[src/rtl/apb2axi_pkg.sv]
// Shared types for the ACLK-side completion builder.
// Latency: n/a (types, constants and one helper only).
// Backpressure: n/a.
package apb2axi_pkg;

  localparam int TAG_W = 4;

  localparam logic [1:0] RESP_OKAY   = 2'b00;
  localparam logic [1:0] RESP_EXOKAY = 2'b01;
  localparam logic [1:0] RESP_SLVERR = 2'b10;
  localparam logic [1:0] RESP_DECERR = 2'b11;

  typedef struct packed {
    logic [TAG_W-1:0] tag;
    logic             is_write;
    logic             error;
    logic [1:0]       resp;
    logic [7:0]       num_beats;   // AXI LEN encoding: beats-1
  } completion_entry_t;

  localparam int COMPLETION_W = $bits(completion_entry_t);

  typedef struct packed {
    logic              vld;
    completion_entry_t entry;
  } cpl_slot_t;

  typedef enum logic {
    GNT_WR = 1'b0,
    GNT_RD = 1'b1
  } grant_e;

  // The AXI resp encoding is ordered by severity, so a numeric max is the worst.
  function automatic logic [1:0] resp_max(input logic [1:0] a, input logic [1:0] b);
    return (a > b) ? a : b;
  endfunction

endpackage

[src/rtl/apb2axi_cpl_arb.sv]
// Two-slot round-robin arbiter between the write and read completion slots.
// Latency: combinational grant; rr pointer updates on the push edge.
// Backpressure: a slot drains only when i_push_ready is high while it is granted.
// Ports: i_clk/i_rst_n; i_wr_vld/i_rd_vld slot occupancy; i_push_ready from the CQ;
//        o_push_valid toward the CQ; o_grant_rd selects the read slot;
//        o_wr_drain/o_rd_drain pulse when the corresponding slot is pushed.
module apb2axi_cpl_arb
  import apb2axi_pkg::*;
(
  input  logic i_clk,
  input  logic i_rst_n,
  input  logic i_wr_vld,
  input  logic i_rd_vld,
  input  logic i_push_ready,
  output logic o_push_valid,
  output logic o_grant_rd,
  output logic o_wr_drain,
  output logic o_rd_drain
);

  grant_e r_rr;
  logic   w_fire;

  assign o_push_valid = i_wr_vld | i_rd_vld;
  // A lone valid slot always wins; the pointer only decides real contention.
  assign o_grant_rd   = i_rd_vld & (!i_wr_vld | (r_rr == GNT_RD));
  assign w_fire       = o_push_valid & i_push_ready;
  assign o_wr_drain   = w_fire & !o_grant_rd;
  assign o_rd_drain   = w_fire & o_grant_rd;

  // The pointer moves away from the winner of a contested push, so
  // successive collisions alternate their winner.
  always_ff @(posedge i_clk or negedge i_rst_n) begin
    if (!i_rst_n) begin
      r_rr <= GNT_WR;
    end else if (w_fire & i_wr_vld & i_rd_vld) begin
      r_rr <= o_grant_rd ? GNT_WR : GNT_RD;
    end
  end

endmodule

[src/rtl/apb2axi_completion_builder.sv]
// Builds one completion entry per finished AXI write (B) or read (last R) and pushes it to the CQ.
// Latency: B or last-R handshake at cycle N gives cq_push_valid at N+1 when the CQ is not blocked.
// Backpressure: bready/rready drop while their slot is full and cannot drain; nothing is dropped.
// Ports: aclk/aresetn; aw_issue_* records AWLEN per tag; bvalid/bready/bid/bresp write responses;
//        rvalid/rready/rid/rresp/rlast read beats (monitored); cq_push_valid/data/ready CQ write side.
module apb2axi_completion_builder
  import apb2axi_pkg::*;
#(
  parameter int TAG_W_P    = TAG_W,
  parameter int CPL_W_P    = COMPLETION_W,
  parameter int NUM_TAGS_P = 2**TAG_W_P
) (
  input  logic               aclk,
  input  logic               aresetn,
  input  logic               aw_issue_valid,
  input  logic [TAG_W_P-1:0] aw_issue_tag,
  input  logic [7:0]         aw_issue_len,
  input  logic               bvalid,
  output logic               bready,
  input  logic [TAG_W_P-1:0] bid,
  input  logic [1:0]         bresp,
  input  logic               rvalid,
  output logic               rready,
  input  logic [TAG_W_P-1:0] rid,
  input  logic [1:0]         rresp,
  input  logic               rlast,
  output logic               cq_push_valid,
  output logic [CPL_W_P-1:0] cq_push_data,
  input  logic               cq_push_ready
);

  logic [7:0] r_wlen  [NUM_TAGS_P];
  logic [7:0] r_cnt   [NUM_TAGS_P];
  logic [1:0] r_worst [NUM_TAGS_P];

  cpl_slot_t r_wr_slot;
  cpl_slot_t r_rd_slot;
  // Holds bready/rready low through reset and the first cycle after release.
  logic      r_run;

  logic              w_push_valid;
  logic              w_grant_rd;
  logic              w_wr_drain;
  logic              w_rd_drain;
  logic              w_b_fire;
  logic              w_r_fire;
  logic [1:0]        w_rd_resp;
  completion_entry_t w_b_entry;
  completion_entry_t w_r_entry;
  completion_entry_t w_push_entry;

  apb2axi_cpl_arb u_arb (
    .i_clk        (aclk),
    .i_rst_n      (aresetn),
    .i_wr_vld     (r_wr_slot.vld),
    .i_rd_vld     (r_rd_slot.vld),
    .i_push_ready (cq_push_ready),
    .o_push_valid (w_push_valid),
    .o_grant_rd   (w_grant_rd),
    .o_wr_drain   (w_wr_drain),
    .o_rd_drain   (w_rd_drain)
  );

  // A slot may be refilled in the same cycle it drains.
  assign bready   = r_run & (!r_wr_slot.vld | w_wr_drain);
  assign rready   = r_run & (!r_rd_slot.vld | w_rd_drain);
  assign w_b_fire = bvalid & bready;
  assign w_r_fire = rvalid & rready;

  assign w_rd_resp = resp_max(r_worst[rid], rresp);

  always_comb begin
    w_b_entry           = '0;
    w_b_entry.tag       = TAG_W'(bid);
    w_b_entry.is_write  = 1'b1;
    w_b_entry.resp      = bresp;
    w_b_entry.error     = bresp[1];
    w_b_entry.num_beats = r_wlen[bid];   // pre-edge value even if AW rewrites this tag now

    w_r_entry           = '0;
    w_r_entry.tag       = TAG_W'(rid);
    w_r_entry.is_write  = 1'b0;
    w_r_entry.resp      = w_rd_resp;
    w_r_entry.error     = w_rd_resp[1];
    w_r_entry.num_beats = r_cnt[rid];    // beats seen before rlast == beats-1
  end

  assign w_push_entry  = w_grant_rd ? r_rd_slot.entry : r_wr_slot.entry;
  assign cq_push_valid = w_push_valid;
  assign cq_push_data  = CPL_W_P'(w_push_entry);

  always_ff @(posedge aclk or negedge aresetn) begin
    if (!aresetn) begin
      for (int i = 0; i < NUM_TAGS_P; i++) begin
        r_wlen[i]  <= '0;
        r_cnt[i]   <= '0;
        r_worst[i] <= RESP_OKAY;
      end
    end else begin
      if (aw_issue_valid) begin
        r_wlen[aw_issue_tag] <= aw_issue_len;
      end
      if (w_r_fire) begin
        if (rlast) begin
          r_cnt[rid]   <= '0;
          r_worst[rid] <= RESP_OKAY;
        end else begin
          r_cnt[rid]   <= r_cnt[rid] + 8'd1;
          r_worst[rid] <= w_rd_resp;
        end
      end
    end
  end

  always_ff @(posedge aclk or negedge aresetn) begin
    if (!aresetn) begin
      r_run     <= 1'b0;
      r_wr_slot <= '0;
      r_rd_slot <= '0;
    end else begin
      r_run <= 1'b1;
      if (w_b_fire) begin
        r_wr_slot.vld   <= 1'b1;
        r_wr_slot.entry <= w_b_entry;
      end else if (w_wr_drain) begin
        r_wr_slot <= '0;
      end
      if (w_r_fire & rlast) begin
        r_rd_slot.vld   <= 1'b1;
        r_rd_slot.entry <= w_r_entry;
      end else if (w_rd_drain) begin
        r_rd_slot <= '0;
      end
    end
  end

endmodule

[config.mk]
export PLATFORM = sky130hd
export DESIGN_NAME = apb2axi_completion_builder
export DESIGN_NICKNAME = d
export VERILOG_FILES = /design/src/rtl/apb2axi_pkg.sv /design/src/rtl/apb2axi_cpl_arb.sv /design/src/rtl/apb2axi_completion_builder.sv
export SDC_FILE = /design/constraint.sdc
export NUM_CORES = 1
export LEC_CHECK = 0
export ABC_AREA = 0
export CORE_MARGIN = 2
export CORE_UTILIZATION = 65
export CTS_CLUSTER_SIZE = 20
export DETAILED_ROUTE_END_ITERATION = 10
export GPL_ROUTABILITY_DRIVEN = 0
export GPL_TIMING_DRIVEN = 0
export PLACE_DENSITY = 0.84
export SYNTH_ARGS = -nofsm -noshare
export SYNTH_HDL_FRONTEND = slang
export SYNTH_SLANG_ARGS = --single-unit
[constraint.sdc]
create_clock -name aclk -period 5 [get_ports aclk]
set_input_delay 1.25 -clock aclk [delete_from_list [all_inputs] [get_ports aclk]]
set_output_delay 1.25 -clock aclk [all_outputs]
set_load 0.03 [all_outputs]
# Word level (Yosys, flattened, before mapping)
# Index checks and enable logic that the tools add are counted.
# W data, S select, Z words.
classes:
  addsub: 1
  bitwise: 22
  order_cmp: 6
  muxes: 27
  n_reduce_logical: 7
ops:
  columns: ["op", "n"]
  rows:
  - ["$bwmux W128", 2]
  - ["$and A128 B128 Y128", 1]
  - ["$mux W128", 1]
  - ["$not A128 Y128", 1]
  - ["$mux W17", 4]
  - ["$bmux W8 S4", 2]
  - ["$demux W8 S4", 2]
  - ["$mux W8", 6]
  - ["$and A32 B32 Y32", 1]
  - ["$bwmux W32", 1]
  - ["$mux W32", 1]
  - ["$not A32 Y32", 1]
  - ["$mux W16", 1]
  - ["$ge A5 B5 Y1 const B", 3]
  - ["$not A4 Y5", 3]
  - ["$and A1 B1 Y1", 11]
  - ["$lt A5 B1 Y1 const B", 2]
  - ["$add A8 B1 Y8 const B", 1]
  - ["$bmux W2 S4", 1]
  - ["$demux W2 S4", 1]
  - ["$mux W2", 4]
  - ["$or A1 B1 Y1", 4]
  - ["$reduce_bool A2 Y1", 2]
  - ["$logic_not A1 Y1", 3]
  - ["3 further kinds", 4]
word_totals:
  ff_bits: 324
  input_bits: 31
  wordCells: 125
  output_inout_bits: 19

# Longest topological paths before layout
# Gate-level depths: netlist of the first run.
depth:
  depth_word: 9
  depth_mapped: 14
  mapped_depth_nobuf: 9

# By module
# Synthesis of the first run repeated with hierarchy kept, for this count alone.
unflattened:
  hier_cells: 1128
  area_unflattened_um2: 14630.3
by_module_without_submodules:
  columns: ["mod", "cells_per_inst", "seq_area_each_um2", "instances", "area_per_inst_um2"]
  rows:
  - ["apb2axi_completion_builder", 1119, 7982.7, 1, 14557.7]
  - ["apb2axi_cpl_arb", 9, 25.0, 1, 72.6]

# Least setup slack after synthesis of the first run
# No wires, ideal clock.
synth_path:
  kind: "input-to-reg"
  start: "input port rid[0]"
  end: "register r_worst[12] (netlist bit)"
  setup_ps: 125
  n_path_buf: 5
  path_slack_ps: 592
  t_required_ps: 4875
  stages: 13
  t_arrival_ps: 4284
  cell_sequence: "buf_6 -> buf_8 -> buf_6 -> buf_1 -> mux4_2 -> mux4_2 -> inv_1 -> ha_1 -> o22ai_1 -> mux2i_1 -> nor2_2 -> buf_6 -> mux2_2"
synth_via:
  elab_chain_cells: 8
synth_rtl:
  columns: ["item", "line_no", "text"]
  rows:
  - ["start, declared", "apb2axi_completion_builder.sv:24", "input logic [TAG_W_P-1:0] rid,"]
  - ["$not A4 Y5 (not written as such) (*)", "apb2axi_completion_builder.sv:70, apb2axi_completion_builder.sv:106, apb2axi_completion_builder.sv:109", null]
  - ["$bmux W2 S4 (tied with other cells)", "apb2axi_completion_builder.sv:70", "assign w_rd_resp = resp_max(r_worst[rid], rresp);"]
  - ["$mux W2 (not written as such) / $logic_and A1 B1 Y1 (equally long branches)", "apb2axi_completion_builder.sv:70, apb2axi_completion_builder.sv:106, apb2axi_completion_builder.sv:109", null]
  - ["$mux W2, on equally long branches", "apb2axi_completion_builder.sv:70, apb2axi_completion_builder.sv:106, apb2axi_completion_builder.sv:109", null]
  - ["$gt A2 B2 Y1 / $demux W2 S4 (equally long branches)", "apb2axi_pkg.sv:35, apb2axi_completion_builder.sv:106, apb2axi_completion_builder.sv:109", null]
  - ["$mux W2 / $not A32 Y32 (equally long branches)", null, null]
  - ["$bwmux W32 / $and A32 B32 Y32 (equally long branches)", null, null]
  - ["$mux W32 (*)", "apb2axi_completion_builder.sv:104", "if (rlast) begin"]
  - ["end signal, assigned by index", "apb2axi_completion_builder.sv:109", "r_worst[rid] <= w_rd_resp;"]
  - ["end, declared", "apb2axi_completion_builder.sv:34", "logic [1:0] r_worst [NUM_TAGS_P];"]
# Every way passes the cells marked *; elsewhere a longest branch is shown, timed or not. The select of a mux whose other input is x is not followed.
# A chain may end at the register's enable or synchronous reset.

# Worst setup path after layout of the first run
layout_path:
  start: "input port rid[0]"
  end: "register r_worst[26] (netlist bit)"
# The elaborated chain is that of the path after synthesis.

==> results_tabular.tex, run 1 <==
\begin{tabular}{lr}
\hline
Metric & Value \\
\hline
\multicolumn{2}{l}{\textbf{Status}} \\
Result of the run & finished, final reports clean \\
\multicolumn{2}{l}{\textbf{Layout}} \\
Util after Layout & 0.745 \\
Fill cell instance count of the final layout & 1333 \\
Most frequent cells in the layout & dfrtp\_1, mux2\_2, nand2\_1 \\
Share of final-layout standard cells stronger than drive strength 1 & 0.302 \\
Number of diodes & 0 \\
Final standard cell count with taps included and fillers excluded & about 1400 \\
Final non-filler cell area & 0.0163 mm² \\
Most common cell after layout, fill and taps aside & dfrtp\_1 \\
Number of nets in the final layout & 1154 \\
Signed area change from the synthesized netlist to the final layout & 12.9\% \\
\multicolumn{2}{l}{\textbf{Setup path}} \\
Worst-path cell chain & clkdlybuf4s50\_1 -> buf\_6 -> buf\_8 -> buf\_6 -> mux4\_2 -> mux4\_2 -> inv\_1 -> ha\_1 -> o22ai\_1 -> mux2i\_1 -> nor2\_2 -> buf\_6 -> mux2\_2 \\
Required @ worst endpoint & approximately 5400 ps \\
Crit Path Class & input port to register \\
Biggest cell delay along the critical path & 580 ps \\
Maximum fanout encountered on the critical timing path & 19 \\
Most common cell type on the critical path & buf\_6 \\
Worst Reg-to-Reg Cells & 9 \\
Slowest stage cell, crit path & mux4\_2 \\
Setup crit end kind & register \\
Type of element launching the critical path & input port \\
Arr. time, crit path & 5190 ps \\
\multicolumn{2}{l}{\textbf{STA}} \\
Relative slew margins & 0.185 \\
RSZ-0062 raised after global routing & no \\
Min Tclk post-route & 4750 ps \\
Worst clock skew on the final layout & 15.4 ps \\
Hold violation count in the final report & 0 \\
Max-slew violations & 0 \\
Finish-stage setup viols & 0 \\
Slew at the pin closest to its max-slew limit & 1220 ps \\
Part of the cycle the worst path needs & 0.951 \\
Final critical-path setup slack & 246 ps \\
Achievable Freq & 210 MHz \\
Setup\_tns & 0 ps \\
Worst Hold Slack & around 480 ps \\
\multicolumn{2}{l}{\textbf{Drt}} \\
Via count of the routed design & 9065 \\
Overall routed net length & 33200 µm \\
Final antenna-violating net count & 0 \\
First-pass iteration count of the detailed router & 5 \\
Final routed wire length divided by cell count & 23.4 µm \\
Initial DRC Count & 755 \\
Drt drc & 0 \\
Via/cell ratio & $\sim$6.4 \\
\multicolumn{2}{l}{\textbf{Yosys}} \\
Mapped Nets & 1076 \\
Cells after Synth & about 1000 \\
Count of state elements after synthesis & 320 \\
Mean instance size in the synthesized netlist & 13.8 µm² \\
Post-synth design cell area & 0.0144 mm² \\
Part of the Yosys area used for sequential elements & 0.556 \\
Number of warnings reported in the yosys synthesis log & 0 \\
Number of library cell types mapped by synthesis & 38 \\
\multicolumn{2}{l}{\textbf{Global routing}} \\
Overall track demand over capacity in global routing & 0.294 \\
Largest net degree at the start of global routing & roughly 110 \\
Number of global-route vias before repair & 9758 \\
Wire length of the first global-routing pass & 54000 µm \\
Gr ovfl total & 0 \\
Number of antenna violations at the first check in global routing & 0 \\
\multicolumn{2}{l}{\textbf{Placement}} \\
Inst Count DP & 1367 \\
Count of input and output buffers & 44 \\
Total half-perimeter wirelength after legalization and detailed placement & 22400 µm \\
Setup slack at placement & -816 ps \\
Placed cell areas & 0.0153 mm² \\
\multicolumn{2}{l}{\textbf{Floorplanning}} \\
Number of standard-cell rows in the floorplan & 54 \\
Starting Density & 0.660 \\
Core outline area & 0.0218 mm² \\
Die Y-Extent & 153 µm \\
Area of the die & between 0.02 and 0.025 mm² \\
Io pins & 50 \\
Die Wd & approximately 150 µm \\
\multicolumn{2}{l}{\textbf{Clock tree}} \\
Buffer cell driving the clock tree root & clkbuf\_16 \\
Htree depth & 1 \\
CTS tree & done \\
Clock insertion delay at the later pin of the skew report & roughly 560 ps \\
Clock transition at the register clock pins on the worst setup and hold paths after CTS & 60 ps \\
Post-cts gate resize count & 0 \\
Maximum clock insertion buffer count & 3 \\
Number of clock buffers inserted by TritonCTS & 31 \\
Sink count of the clock tree & 320 \\
Number of buffers added for setup after CTS & 0 \\
Total of hold buffers inserted after clock tree synthesis & 0 \\
\multicolumn{2}{l}{\textbf{Pwr}} \\
Overall Power & 6.56 mW \\
Power per unit of standard cell area & 403 mW/mm² \\
Standby leakage power & $\sim$7.2 nW \\
IR drop worst, VDD & approximately 0.38 mV \\
\multicolumn{2}{l}{\textbf{Flow run}} \\
Max\_cap viols & 0 \\
\multicolumn{2}{l}{\textbf{Min path}} \\
Number of stages on the worst hold path & 2 \\
Hold Path Class & register to register \\
\hline
\end{tabular}
## cells by family (layout without fill, tap and decap cells)
group	Yosys count	count (layout)	synth area share
AO/OA/AOI/OAI	161	161	0.0744
XOR/XNOR	6	6	0.00365
adder cells (fa/ha/maj)	4	4	0.00347
buffers and inverters	86	187	0.0261
flip-flops	320	320	0.556
multiplexers	274	274	0.279
other	1	1	0.000260
AND/OR/NAND/NOR	189	189	0.0572
## synthesized netlist by cell type
library cell,instances,area (µm²)
nand2_1,103,387
or3_1,3,18.8
mux4_1,1,26.3
nand3_1,16,80.1
buf_2,7,35.0
mux4_2,82,1850
a31oi_1,2,12.5
a21bo_2,1,10.0
nor2_1,33,124
o21ai_0,59,295
inv_1,4,15.0
mux2i_1,1,10.0
nand2b_1,9,56.3
xor2_1,2,17.5
a22o_1,58,508
xnor2_1,4,35.0
or2_2,2,12.5
dfrtp_1,320,8010
nor2_2,1,6.26
buf_4,3,22.5
a21o_1,2,15.0
nor2b_1,7,43.8
nand3b_1,2,15.0
buf_8,1,15.0
clkbuf_1,61,229
and3_1,3,18.8
nand4_1,3,18.8
conb_1,1,3.75
a22oi_1,14,105
buf_6,3,33.8
buf_1,7,26.3
o21ai_1,24,120
ha_1,4,50.1
nor3_1,1,5.00
nor3b_1,1,7.51
o22ai_1,1,6.26
mux2_2,190,2140
and2_1,5,31.3
## layer usage
metal,vias to the layer above,GRT usage,routed length (µm),share of wire
met5,-,0,0,0
met4,0,0.103,1320,0.040
met3,85,0.0315,1480,0.044
met2,275,0.515,17400,0.52
met1,4723,0.390,13100,0.39
li1,3982,-,-,-
## path summary, 6_finish.rpt
check,slack (ps),end,startpoint
worst max-delay path,250,r_worst[26],rid[0]
worst min-delay path,480,r_cnt[43],r_cnt[43]
worst max register to register,1900,r_worst[26],r_worst[25]
worst min register to register,480,r_cnt[43],r_cnt[43]
max in group asynchronous,2740,r_wlen[31],aresetn
min in group asynchronous,750,r_cnt[123],aresetn
## area by class of cell
type	count	area [µm²]	share of cell area
buffer	81	358	0.0220
clock buffer	45	928	0.0571
clock inverter	11	80.1	0.00492
inverter	4	15.0	0.000923
multi-input combinational	635	6030	0.370
sequential	320	8010	0.492
tap	280	350	0.0215
timing repair buffer	46	500	0.0308
## power breakdown
group	internal [mW]	switching (mW)
registers	2.95	0.199
logic	0.592	0.503
clock network	1.33	0.985
total	4.87	1.69
## critical path: cells and delay by family
| kind | cells | cell delay (ps) |
|---|---|---|
| compound gates | 1 | 250 |
| buf+inv | 6 | 1510 |
| simple gates | 1 | 140 |
| fa+ha+maj | 1 | 240 |
| mux | 4 | 1760 |
## flip-flops by register name (all words and copies together) (netlist names)
name / count
u_arb.r_rr: 1
r_wr_slot: 15
r_cnt: 128
r_worst: 32
r_run: 1
r_rd_slot: 15
r_wlen: 128
Power figures use the tool's default switching activity.
==> run 2, diff against run 1 <==
--- a/config.mk
+++ b/config.mk
@@ -7,12 +7,11 @@
 export LEC_CHECK = 0
 export ABC_AREA = 0
 export CORE_MARGIN = 2
-export CORE_UTILIZATION = 65
+export CORE_UTILIZATION = 40
 export CTS_CLUSTER_SIZE = 20
 export DETAILED_ROUTE_END_ITERATION = 10
 export GPL_ROUTABILITY_DRIVEN = 0
 export GPL_TIMING_DRIVEN = 0
-export PLACE_DENSITY = 0.84
 export SYNTH_ARGS = -nofsm -noshare
 export SYNTH_HDL_FRONTEND = slang
 export SYNTH_SLANG_ARGS = --single-unit
==> run 2 against run 1 <==
First-iteration DRC count decreased by 45%. Maximum frequency rose by 3.1%. Sequential cell count did not move. Utilization shrank 28 points. Global-route usage is 11 points lower. Critical path depth unchanged. Clock-buffer cell count up 3. Largest cell class unchanged. Worst hold slack got worse by 4.1 ps. Via count fell by 3.6%. Wire length increased by 2.1%. Largest power group unchanged. Clock power grew 8%.
==> results_tabular.tex, run 2 (synthesis results as in run 1) <==
\begin{tabular}{lr}
\hline
Metric & Value \\
\hline
\multicolumn{2}{l}{\textbf{Status}} \\
Result of the run & finished, final reports clean \\
\multicolumn{2}{l}{\textbf{Setup path}} \\
Crit Path Class & input port to register \\
Arr. time, crit path & between 5000 and 6000 ps \\
Required @ worst endpoint & around 5400 ps \\
Maximum fanout encountered on the critical timing path & 19 \\
Critical R2R Launch & r\_cnt[104] \\
Launching instance or port of the critical path & rid[0] \\
Setup crit end kind & register \\
Type of element launching the critical path & input port \\
\multicolumn{2}{l}{\textbf{STA}} \\
Hold violation count in the final report & 0 \\
Worst clock skew on the final layout & 13.2 ps \\
Achievable Freq & 217 MHz \\
Slew at the pin closest to its max-slew limit & around 1200 ps \\
Relative slew margins & 0.216 \\
Finish-stage setup viols & 0 \\
Max-slew violations & 0 \\
RSZ-0062 raised after global routing & no \\
Final critical-path setup slack & 391 ps \\
Worst Hold Slack & 475 ps \\
Part of the cycle the worst path needs & 0.922 \\
Min Tclk post-route & between 4000 and 5000 ps \\
\multicolumn{2}{l}{\textbf{Layout}} \\
Number of diodes & 0 \\
Number of nets in the final layout & 1158 \\
Largest registers & r\_cnt (128), r\_wlen (128), r\_worst (32) \\
Util after Layout & 0.467 \\
Share of final-layout standard cells stronger than drive strength 1 & 0.302 \\
Most frequent cells in the layout & dfrtp\_1, mux2\_2, nand2\_1 \\
Signed area change from the synthesized netlist to the final layout & 15.1\% \\
Fill cell instance count of the final layout & 3143 \\
Most common cell after layout, fill and taps aside & dfrtp\_1 \\
Final non-filler cell area & 0.0166 mm² \\
\multicolumn{2}{l}{\textbf{Pwr}} \\
IR drop worst, VDD & 0.303 mV \\
Overall Power & 6.73 mW \\
Power per unit of standard cell area & 406 mW/mm² \\
Standby leakage power & between 7 and 8 nW \\
\multicolumn{2}{l}{\textbf{Drt}} \\
Via count of the routed design & 8737 \\
Drt drc & 0 \\
First-pass iteration count of the detailed router & 5 \\
Initial DRC Count & about 420 \\
Final routed wire length divided by cell count & 21.1 µm \\
Overall routed net length & between 30000 and 40000 µm \\
Final antenna-violating net count & 0 \\
Via/cell ratio & 5.43 \\
\multicolumn{2}{l}{\textbf{Placement}} \\
Count of input and output buffers & 44 \\
Setup slack at placement & -820 ps \\
Placed cell areas & between 0.015 and 0.02 mm² \\
Total half-perimeter wirelength after legalization and detailed placement & 23200 µm \\
\multicolumn{2}{l}{\textbf{Clock tree}} \\
Number of clock buffers inserted by TritonCTS & 35 \\
Maximum clock insertion buffer count & 3 \\
CTS tree & done \\
Sink count of the clock tree & 320 \\
Post-cts gate resize count & 0 \\
Clock insertion delay at the later pin of the skew report & 520 ps \\
Buffer cell driving the clock tree root & clkbuf\_16 \\
Number of buffers added for setup after CTS & 0 \\
Htree depth & 2 \\
Total of hold buffers inserted after clock tree synthesis & 0 \\
Clock transition at the register clock pins on the worst setup and hold paths after CTS & 60 ps \\
\multicolumn{2}{l}{\textbf{Floorplanning}} \\
Die Y-Extent & 194 µm \\
Number of standard-cell rows in the floorplan & 69 \\
Die Wd & 194 µm \\
Io pins & 50 \\
Core outline area & between 0.03 and 0.04 mm² \\
Starting Density & 0.406 \\
Area of the die & 0.0376 mm² \\
\multicolumn{2}{l}{\textbf{Global routing}} \\
Largest net degree at the start of global routing & approximately 120 \\
Overall track demand over capacity in global routing & 0.187 \\
Wire length of the first global-routing pass & 54700 µm \\
Number of global-route vias before repair & 9322 \\
Gr ovfl total & 0 \\
Number of antenna violations at the first check in global routing & 0 \\
\multicolumn{2}{l}{\textbf{Min path}} \\
Hold Path Class & register to register \\
Beginning of the worst hold path & r\_cnt[1] \\
\multicolumn{2}{l}{\textbf{Flow run}} \\
Max\_cap viols & 0 \\
\hline
\end{tabular}
==> run 2: path summary, 6_finish.rpt <==
| kind | to | slack [ps] | cells past startpoint |
|---|---|---|---|
| max | r_worst[28] | 390 | 13 |
| min | r_cnt[1] | 470 | 2 |
| max reg2reg | r_cnt[106] | 2080 | 8 |
| min reg2reg | r_cnt[1] | 470 | 2 |
| max in group asynchronous | r_cnt[112] | 3230 | 2 |
| min in group asynchronous | r_cnt[91] | 730 | 1 |
==> run 2: layout make-up <==
type / instances / area (µm²) / share of cell area
Buffer: 81 / 358 / 0.0216
Clock buffer: 48 / 997 / 0.0601
Clock inverter: 14 / 101 / 0.00611
Inverter: 4 / 15.0 / 0.000905
Multi-Input combinational cell: 635 / 6030 / 0.363
Sequential cell: 320 / 8010 / 0.483
Tap cell: 461 / 577 / 0.0348
Timing Repair Buffer: 46 / 500 / 0.0302
==> run 2: per-stage QoR <==
stage	cells	TNS (ps)
after global placement	1546	-3630700
after detailed placement	1548	-20510
after CTS	1609	0
final	1609	0
after global routing	1609	0
after floorplan	1041	0
==> run 2: routing by layer <==
layer  share of wire  vias to the layer above  global-route usage
li1                -                     3998                   -
met1            0.45                     4494               0.258
met2            0.48                      184               0.308
met3           0.042                       61              0.0297
met4           0.022                        0              0.0526
met5               0                        -                   0
==> run 2: worst max-delay path: stages <==
cell	delay [ps]
clkdlybuf4s50_1	540
buf_6	240
buf_8	220
buf_6	280
mux4_2	560
mux4_2	560
inv_1	80
ha_1	230
o22ai_1	190
mux2i_1	290
nor2_2	120
buf_6	170
mux2_2	250
==> run 2: power by group <==
part | switching, mW | total (mW) | internal (mW)
registers | 0.180 | 3.13 | 2.95
logic | 0.496 | 1.09 | 0.592
clock network | 1.05 | 2.50 | 1.45
total | 1.73 | 6.73 | 5.00
==> run 3, diff against run 2 <==
--- a/config.mk
+++ b/config.mk
@@ -5,7 +5,6 @@
 export SDC_FILE = /design/constraint.sdc
 export NUM_CORES = 1
 export LEC_CHECK = 0
-export ABC_AREA = 0
 export CORE_MARGIN = 2
 export CORE_UTILIZATION = 40
 export CTS_CLUSTER_SIZE = 20
==> results of run 3 <==
Final layout, timing and power as in run 2 (identical DEF).
